File: config.mk
export PLATFORM = sky130hd
export DESIGN_NAME = backprop_unit_flat
export DESIGN_NICKNAME = d
export VERILOG_FILES = /design/src/rtl/nn_pkg.sv /design/src/rtl/backprop_unit_if.sv /design/src/rtl/sat_add.sv /design/src/rtl/backprop_unit.sv /design/src/flat_wrapper.sv
export SDC_FILE = /design/constraint.sdc
export NUM_CORES = 1
export LEC_CHECK = 0
export ABC_AREA = 1
export CORE_UTILIZATION = 49
export CTS_CLUSTER_DIAMETER = 30
export DETAILED_ROUTE_END_ITERATION = 7
export PLACE_DENSITY_LB_ADDON = 0.1
export SYNTH_ARGS = -nofsm -noshare
export SYNTH_HDL_FRONTEND = slang
export SYNTH_HIERARCHICAL = 1
export SYNTH_SLANG_ARGS = --single-unit
File: constraint.sdc
create_clock -name clk_i -period 10.9 [get_ports clk_i]
set_input_delay 1.09 -clock clk_i [delete_from_list [all_inputs] [get_ports clk_i]]
set_output_delay 1.09 -clock clk_i [all_outputs]
set_load 0.005 [all_outputs]
File: src/rtl/nn_pkg.sv
// Shared definitions for the backprop update slice: default widths, the pass
// state machine encoding and the weight values restored on reset.
package nn_pkg;

    localparam int unsigned DEF_WW       = 8;
    localparam int unsigned DEF_WX       = 10;
    localparam int unsigned DEF_WE       = 12;
    localparam int unsigned DEF_LR_SHIFT = 6;
    localparam int unsigned DEF_CLIP     = 16;

    typedef enum logic [1:0] {
        StIdle,
        StMul,
        StUpd,
        StDone
    } state_e;

    // Weight k comes out of reset as k+1.
    localparam int RESET_W [8] = '{1, 2, 3, 4, 5, 6, 7, 8};

endpackage

File: src/rtl/backprop_unit_if.sv
// Handshake and data bus between the update unit and its controller.
// master: controller side (drives start/error/activation/load); slave: the unit.
interface backprop_unit_if #(
    parameter int unsigned WW = nn_pkg::DEF_WW,
    parameter int unsigned WX = nn_pkg::DEF_WX,
    parameter int unsigned WE = nn_pkg::DEF_WE
);

    logic                 start_i;
    logic signed [WE-1:0] err_i;
    logic [2:0]           act_idx_o;
    logic [WX-1:0]        act_i;
    logic                 load_i;
    logic [2:0]           load_idx_i;
    logic signed [WW-1:0] load_data_i;
    logic [8*WW-1:0]      w_flat_o;
    logic                 busy_o;
    logic                 done_o;

    modport master (
        output start_i, err_i, act_i, load_i, load_idx_i, load_data_i,
        input  act_idx_o, w_flat_o, busy_o, done_o
    );

    modport slave (
        input  start_i, err_i, act_i, load_i, load_idx_i, load_data_i,
        output act_idx_o, w_flat_o, busy_o, done_o
    );

endinterface

File: src/rtl/sat_add.sv
// Signed add of a WA-bit value and a WB-bit increment, saturated to WA bits.
module sat_add #(
    parameter int unsigned WA = 8,
    parameter int unsigned WB = 8
) (
    input  logic signed [WA-1:0] a_i,
    input  logic signed [WB-1:0] b_i,
    output logic signed [WA-1:0] sum_o
);

    // One guard bit above the wider operand so the raw sum never wraps.
    localparam int unsigned WS = ((WA > WB) ? WA : WB) + 1;
    localparam logic signed [WS-1:0] MaxV = {{(WS - WA + 1){1'b0}}, {(WA - 1){1'b1}}};
    localparam logic signed [WS-1:0] MinV = {{(WS - WA + 1){1'b1}}, {(WA - 1){1'b0}}};

    logic signed [WS-1:0] sum_full;

    assign sum_full = {{(WS - WA){a_i[WA-1]}}, a_i} + {{(WS - WB){b_i[WB-1]}}, b_i};

    // Clamp the wide sum into the representable weight range.
    always_comb begin
        sum_o = sum_full[WA-1:0];
        if (sum_full > MaxV) begin
            sum_o = MaxV[WA-1:0];
        end else if (sum_full < MinV) begin
            sum_o = MinV[WA-1:0];
        end
    end

endmodule

File: src/rtl/backprop_unit.sv
// Output-layer weight update: walks the eight weights, forms err*act, scales
// by the learning-rate shift and saturating-adds the result into each weight.
// Optional feature macro: GRAD_CLIP_EN clamps each delta to [-CLIP, +CLIP].
module backprop_unit
    import nn_pkg::*;
#(
    parameter int unsigned WW       = DEF_WW,
    parameter int unsigned WX       = DEF_WX,
    parameter int unsigned WE       = DEF_WE,
    parameter int unsigned LR_SHIFT = DEF_LR_SHIFT,
    parameter int unsigned CLIP     = DEF_CLIP
) (
    input logic              clk_i,
    input logic              rst_i,
    backprop_unit_if.slave   bus_io
);

    localparam int unsigned WP = WE + WX + 1;
    localparam int unsigned WD = WP - LR_SHIFT;

    state_e               state_q, state_d;
    logic [2:0]           idx_q;
    logic signed [WE-1:0] err_q;
    logic signed [WP-1:0] prod_q, prod_d;
    logic signed [WW-1:0] w_q [8];
    logic signed [WD-1:0] delta_raw, delta;
    logic signed [WW-1:0] w_sum;
    logic [8*WW-1:0]      w_flat;
    logic                 busy, start_ok, load_ok;

    assign busy     = (state_q == StMul) || (state_q == StUpd);
    // A load in the same cycle as a start wins; the start is dropped.
    assign start_ok = (state_q == StIdle) && bus_io.start_i && !bus_io.load_i;
    assign load_ok  = !busy && bus_io.load_i;

    // Next-state logic for the pass sequencer.
    always_comb begin
        state_d = state_q;
        unique case (state_q)
            StIdle:  if (start_ok) state_d = StMul;
            StMul:   state_d = StUpd;
            StUpd:   state_d = (idx_q == 3'd7) ? StDone : StMul;
            StDone:  state_d = StIdle;
            default: state_d = StIdle;
        endcase
    end

    // Sequencer state, weight index and captured error.
    always_ff @(posedge clk_i) begin
        if (rst_i) begin
            state_q <= StIdle;
            idx_q   <= '0;
            err_q   <= '0;
        end else begin
            state_q <= state_d;
            if (start_ok) begin
                err_q <= bus_io.err_i;
                idx_q <= '0;
            end else if (state_q == StUpd) begin
                idx_q <= idx_q + 3'd1;
            end
        end
    end

    // Activation is unsigned: zero-extend it, sign-extend the error; the low
    // WP bits of the unsigned product are the exact two's-complement result.
    assign prod_d = {{(WP - WE){err_q[WE-1]}}, err_q} * {{(WP - WX){1'b0}}, bus_io.act_i};

    // Product register, loaded only during MUL.
    always_ff @(posedge clk_i) begin
        if (rst_i) begin
            prod_q <= '0;
        end else if (state_q == StMul) begin
            prod_q <= prod_d;
        end
    end

    // Dropping the low bits is an arithmetic shift with floor rounding.
    assign delta_raw = prod_q[WP-1:LR_SHIFT];

    // Optional gradient clamp ahead of the saturating add.
    always_comb begin
        delta = delta_raw;
`ifdef GRAD_CLIP_EN
        if (delta_raw > $signed(WD'(CLIP))) begin
            delta = WD'(CLIP);
        end else if (delta_raw < -$signed(WD'(CLIP))) begin
            delta = -$signed(WD'(CLIP));
        end
`endif
    end

    sat_add #(
        .WA (WW),
        .WB (WD)
    ) u_sat_add (
        .a_i   (w_q[idx_q]),
        .b_i   (delta),
        .sum_o (w_sum)
    );

    // Weight bank: reset table, UPD write-back, or an idle-time load.
    always_ff @(posedge clk_i) begin
        if (rst_i) begin
            for (int k = 0; k < 8; k++) begin
                w_q[k] <= WW'(RESET_W[k]);
            end
        end else if (state_q == StUpd) begin
            w_q[idx_q] <= w_sum;
        end else if (load_ok) begin
            w_q[bus_io.load_idx_i] <= bus_io.load_data_i;
        end
    end

    // Pack the registered weights onto the flat output bus.
    always_comb begin
        w_flat = '0;
        for (int k = 0; k < 8; k++) begin
            w_flat[k*WW +: WW] = w_q[k];
        end
    end

    assign bus_io.w_flat_o  = w_flat;
    assign bus_io.busy_o    = busy;
    assign bus_io.done_o    = (state_q == StDone);
    assign bus_io.act_idx_o = (state_q == StMul) ? idx_q : 3'd0;

    // Shifted-out product bits, and CLIP when clamping is compiled out.
    logic unused_bits;
    assign unused_bits = ^{prod_q[LR_SHIFT-1:0], CLIP};

endmodule

File: src/flat_wrapper.sv
// flat-port wrapper written by rule: the top's interface ports become plain ports
module backprop_unit_flat import nn_pkg::*;
#(
    parameter int unsigned WW       = DEF_WW,
    parameter int unsigned WX       = DEF_WX,
    parameter int unsigned WE       = DEF_WE,
    parameter int unsigned LR_SHIFT = DEF_LR_SHIFT,
    parameter int unsigned CLIP     = DEF_CLIP
)
  (clk_i, rst_i, bus_io_start_i, bus_io_err_i, bus_io_act_i, bus_io_load_i, bus_io_load_idx_i, bus_io_load_data_i, bus_io_act_idx_o, bus_io_w_flat_o, bus_io_busy_o, bus_io_done_o);
  backprop_unit_if #(.WW(WW), .WX(WX), .WE(WE)) bus_io_i ();
  input logic clk_i;
  input logic rst_i;
  input wire logic [$bits(bus_io_i.start_i)-1:0] bus_io_start_i;
  input wire logic [$bits(bus_io_i.err_i)-1:0] bus_io_err_i;
  input wire logic [$bits(bus_io_i.act_i)-1:0] bus_io_act_i;
  input wire logic [$bits(bus_io_i.load_i)-1:0] bus_io_load_i;
  input wire logic [$bits(bus_io_i.load_idx_i)-1:0] bus_io_load_idx_i;
  input wire logic [$bits(bus_io_i.load_data_i)-1:0] bus_io_load_data_i;
  output wire logic [$bits(bus_io_i.act_idx_o)-1:0] bus_io_act_idx_o;
  output wire logic [$bits(bus_io_i.w_flat_o)-1:0] bus_io_w_flat_o;
  output wire logic [$bits(bus_io_i.busy_o)-1:0] bus_io_busy_o;
  output wire logic [$bits(bus_io_i.done_o)-1:0] bus_io_done_o;
  assign bus_io_i.start_i = bus_io_start_i;
  assign bus_io_i.err_i = bus_io_err_i;
  assign bus_io_i.act_i = bus_io_act_i;
  assign bus_io_i.load_i = bus_io_load_i;
  assign bus_io_i.load_idx_i = bus_io_load_idx_i;
  assign bus_io_i.load_data_i = bus_io_load_data_i;
  assign bus_io_act_idx_o = bus_io_i.act_idx_o;
  assign bus_io_w_flat_o = bus_io_i.w_flat_o;
  assign bus_io_busy_o = bus_io_i.busy_o;
  assign bus_io_done_o = bus_io_i.done_o;
  backprop_unit #(.WW(WW), .WX(WX), .WE(WE), .LR_SHIFT(LR_SHIFT), .CLIP(CLIP)) u_core (.clk_i(clk_i), .rst_i(rst_i), .bus_io(bus_io_i));
endmodule
* Word-level counts from Yosys, hierarchy flattened
Memory sizes are Yosys's and may differ from the RTL's. A register that Yosys moved wholly into a read port is not among the register bits. Cells that the tools add are included.
Storage, ports and cells: register bits after elaboration 40, logic and storage cells 48, memories kept 1, memory bits (writable) 64, bits of input ports 37
Memories:
- u_core.w_q | words 8, bits a word 8, read ports 9, clocked after memory_dff 1, wr ports 8, line backprop_unit.sv:25 | logic signed [WW-1:0] w_q [8];
Cells by class: magnitude comparators 2, $mul 1, muxes and demuxes 23, reduce and logical (&&, ||, !) cells 10, eq/ne operators 5, $add $sub $neg 2
Operator list (number):
- $mux 8 | 4
- $mul 12x11->23 | 1
- $add 8x17->18 | 1
- $gt 18x8->1 const B | 1
- $lt 18x8->1 const B | 1
- $reduce_or 8->1 | 2
- $mux 3 | 5
- $mux 1 | 11
- $pmux 2 s4 | 1
- $eq 2x2->1 const B | 2
- $mux 2 | 2
- $add 3x1->3 const B | 1
- $eq 3x3->1 const B | 1
- $logic_and 1x1->1 | 3
- $eq 2x1->1 const B | 1
- $logic_not 1->1 | 2
- $logic_not 2->1 | 1
- $ne 2x1->1 const B | 1
- $reduce_or 2->1 | 1
- $logic_or 1x1->1 | 1

* Logic depth before layout (Yosys ltp)
depth after elaboration 10, gate-level depth with buffers 27

* By module
Netlist, hierarchy kept.
By module, submodules not included:
- backprop_unit | cells each 1223, times used 1, area an instance 9744.3 um^2
- sat_add | cells each 258, times used 1, area an instance 1372.6 um^2

* Least setup slack after synthesis
Ideal clock, no wire load.
kind input to register, start point in bus_io_act_i[3], end point reg u_core.prod_q[20], buffers on the path 1, path slack 5.128 ns, arrival time 5.663 ns, cell stages on the path 22, cells stage by stage clkbuf_1 > nand2_1 > fa_1 > inv_1 > fa_1 > inv_1 > fa_1 > inv_1 > fa_1 > inv_1 > fa_1 > inv_1 > ha_1 > inv_1 > o21ai_0 > o21bai_1 > a21oi_1 > nand3_1 > nand2_1 > nand3_1 > nand2_1 > inv_1
On the way: cells in the longest elaborated chain, start to end 1
Ends and longest elaborated chain:
- start, declared | line flat_wrapper.sv:16 | input wire logic [$bits(bus_io_i.act_i)-1:0] bus_io_act_i;
- $mul 12x11->23 | line backprop_unit.sv:67 | assign prod_d = {{(WP - WE){err_q[WE-1]}}, err_q} * {{(WP - WX){1'b0}}, bus_io.act_i};
- end signal, assigned | line backprop_unit.sv:74 | prod_q <= prod_d;
- end, declared | line backprop_unit.sv:24 | logic signed [WP-1:0] prod_q, prod_d;
No other way between the ends. A chain may end at the register's enable or synchronous reset.

* Worst setup path after layout
start point in bus_io_act_i[2], end point reg u_core.prod_q[22]
Same word-level chain as after synthesis.

==> flow_summary.toml <==
[outcome]
status = "finished with violations"
violations = "DRC"

[worst_setup_path]
reg2regPathDepth = 22
end_kind = "flop"
arrival_ps = 6510
crit_start = "bus_io_act_i[2]"
cp.required_ps = 11150
slowest_delay_ps = 690
r2r-start = "u_core/err_q[11]"
cp-start-kind = "input port"
crit_end = "u_core/prod_q[22]"
reg2reg_slack_ps = 5360
crit_slowest_cell = "clkdlybuf4s50_1"
critical_path_class = "input port to flop"
path_max_fanout = 12
path_cells = "clkdlybuf4s50_1 > nand2_1 > fa_1 > inv_1 > fa_1 > inv_1 > fa_1 > inv_1 > fa_1 > inv_1 > fa_1 > inv_1 > ha_1 > inv_1 > o21ai_0 > nand3_1 > nand2_1 > a21oi_1 > nand3_1 > nand2_1 > nand2_1 > nor2_1 > nor2_1"
r2r-end = "u_core/prod_q[22]"
crit_top_cell = "inv_1"

[timing]
hold_slack_ps = 515
finalCriticalPeriod_ps = 6270
rsz0062_at_grt = "false"
clock-skew-final_ps = 22.8
tns_ps = 0
fmaxAchievable_mhz = 160
worstMarginPinSlew_ps = 1040
max_slew_margin_pct = 30.2
drv_slew = 0
post-route-period-util_pct = 57.5
hold_violations = 0
setup_viol = 0

[clocking]
clockBufferDepth = 2
clock_sinks = 101
clkTransAtPathRegs_ps = 70
cts_buffers = 9
htree_levels = 3
cts-root-buf = "clkbuf_16"
cts_tree = "yes"
cts_setup_buffers = 0
cts_hold_buffers = 0
clk_latency_ps = 370
cts-resized-gates = 0

[place]
place_area_sq_mm = 0.0124
port_buffers = 105
hpwl_mm = 22.8
gp_congestion = 0.891

[die]
rows = 54
pin_count = 106
start_util_pct = 50.5
dieHeight_um = 153
die_w_um = 153
dieArea_sq_mm = 0.0233
core_area_sq_mm = 0.0220

[cells_and_area]
syn_to_final_growth_pct = 14.1
nets = 1782
multi_input_area_sq_mm = 0.00700
drive_gt1_share_pct = 5.18
seq_area_sq_mm = 0.00266
n_fill_cell = 2077
num_antenna_cells = 0
postLayoutCellArea_sq_mm = 0.0127
final_util_pct = 57.6

[routing]
wl_met3_mm = 1.35
drtAntennaViolNets = 0
viasPerCell = 5.01
drt-pass1-iter-count = 8
wire_per_inst_um = 15.0
highest_layer = "met4"
wirelength_met1_mm = 12.3
dr_total_vias = 9230
routed_wl_mm = 27.6
drtIter0Drc = 562
dr_wl_met2_mm = 13.4
drc = 10

[logic_synthesis]
synth_top_area_cell = "fa_1"
ys.flop_type = "edfxtp_1"
netlist_area_sq_mm = 0.0111
synth_cell_types = 44
syn_nets = 1705
async_flop_share_pct = 0
synth_top_area_share_pct = 20.3
ys_ff_latch = 101
synth_commonest_cells = "353 x nand2_1, 325 x inv_1, 198 x nor2_1"
syn-instance-count = 1481
synth_edf_count = 64
yosysSeqAreaShare_pct = 24.0
synthTopCellsByArea = "fa_1 20%, edfxtp_1 17%, nand2_1 12%"
yosysWarnings = 6
synth.most_common_cell = "nand2_1"
syn_avg_cell_area_sq_um = 7.51

[pwr]
ir_worst_vdd_mv = 0.118
power.leakage_nw = 6.69
powerDensity_mw_per_mm2 = 236

[run]
maxCapViolCount = 0

[global_routing]
antenna_found_initial = 0
grt_max_degree = 35
track_usage_pct = 24.9
grt_pass1_vias = 9161
grt_pass1_wl_mm = 46.1
grt-ovfl-total = 0

[hold_path]
worstHoldPathType = "flop to flop"
[power by group]
group / switching, mW / internal (mW)
combinational: 1.36 / 0.734
clock: 0.163 / 0.179
sequential: 0.0762 / 0.486
total: 1.60 / 1.40
[routing by layer]
layer / track usage, % / vias up
met5: 0 / -
met3: 2.42 / 33
met4: 7.50 / 0
li1: - / 4617
met1: 33.1 / 4334
met2: 43.0 / 246
[cells in the final DEF (no fill, tap or decap), types with 3 or more instances in the layout]
cell type / n
nand2_4: 10
and2_1: 5
nand3_2: 4
inv_1: 325
o21bai_1: 5
a31oi_1: 8
nor3_1: 8
nand2_2: 10
or2_2: 3
edfxtp_1: 64
dfxtp_1: 37
o22ai_1: 8
nand3_1: 45
ha_1: 74
fa_1: 113
a21oi_1: 31
o21ai_4: 3
xor2_1: 9
nor3_2: 3
nor2_1: 198
o21ai_0: 61
buf_4: 4
mux2i_1: 8
nand4_1: 7
a21oi_2: 4
nor2_4: 3
nand3b_1: 6
nand2_1: 353
xnor2_1: 6
clkbuf_16: 10
nor2_2: 5
clkdlybuf4s50_1: 105
inv_2: 11
[per-stage QoR]
step	power, mW	std cells	setup slack, ps
floorplan	2.12	1481	5130
global placement	2.63	1827	4340
detailed placement	2.66	1827	4250
CTS	3.01	1843	4630
global route	3.33	1843	4150
finish	3.00	1843	4630
[registers in the layout, summed over array words and instances (netlist names), named ones only]
register / count
u_core/w_q: 64
u_core/prod_q: 17
u_core/state_q: 2
u_core/idx_q: 3
u_core/err_q: 12
[worst max-delay path: cells and delay by family]
kind	cells	cell delay, ps
fa+ha+maj	6	3220
buf+inv	7	1220
simple gates	8	710
compound gates	2	250
[logic make-up after synthesis]
logic type / synth area share, %
buffers and inverters: 13.1
AND/OR/NAND/NOR: 25.7
XOR/XNOR: 1.43
multiplexers: 0.720
AO/OA/AOI/OAI: 6.40
flip-flops: 24.0
adder cells (fa/ha/maj): 28.7
[cell type report]
class	count	share of cell area [%]
multi-input cells	1000	55.1
flip-flops and latches	101	21.0
inverters	337	10.0
repair buffers	109	8.52
well taps	280	2.76
clock buffers	10	1.97
clock inverters	6	0.611
[how the worst min path moves through the flow]
stage                                  from           endpoint  slack, ps  depth (start not counted)
final                     u_core/prod_q[14]  u_core/prod_q[14]        510                          2
after global routing        u_core/idx_q[1]    u_core/idx_q[1]        550                          2
after CTS                   u_core/idx_q[1]    u_core/idx_q[1]        530                          2
after detailed placement  u_core/prod_q[14]  u_core/prod_q[14]        510                          2
after global placement    u_core/prod_q[14]  u_core/prod_q[14]        500                          2
after floorplan            u_core/err_q[10]   u_core/err_q[10]        450                          2
Power figures use the tool's default switching activity.
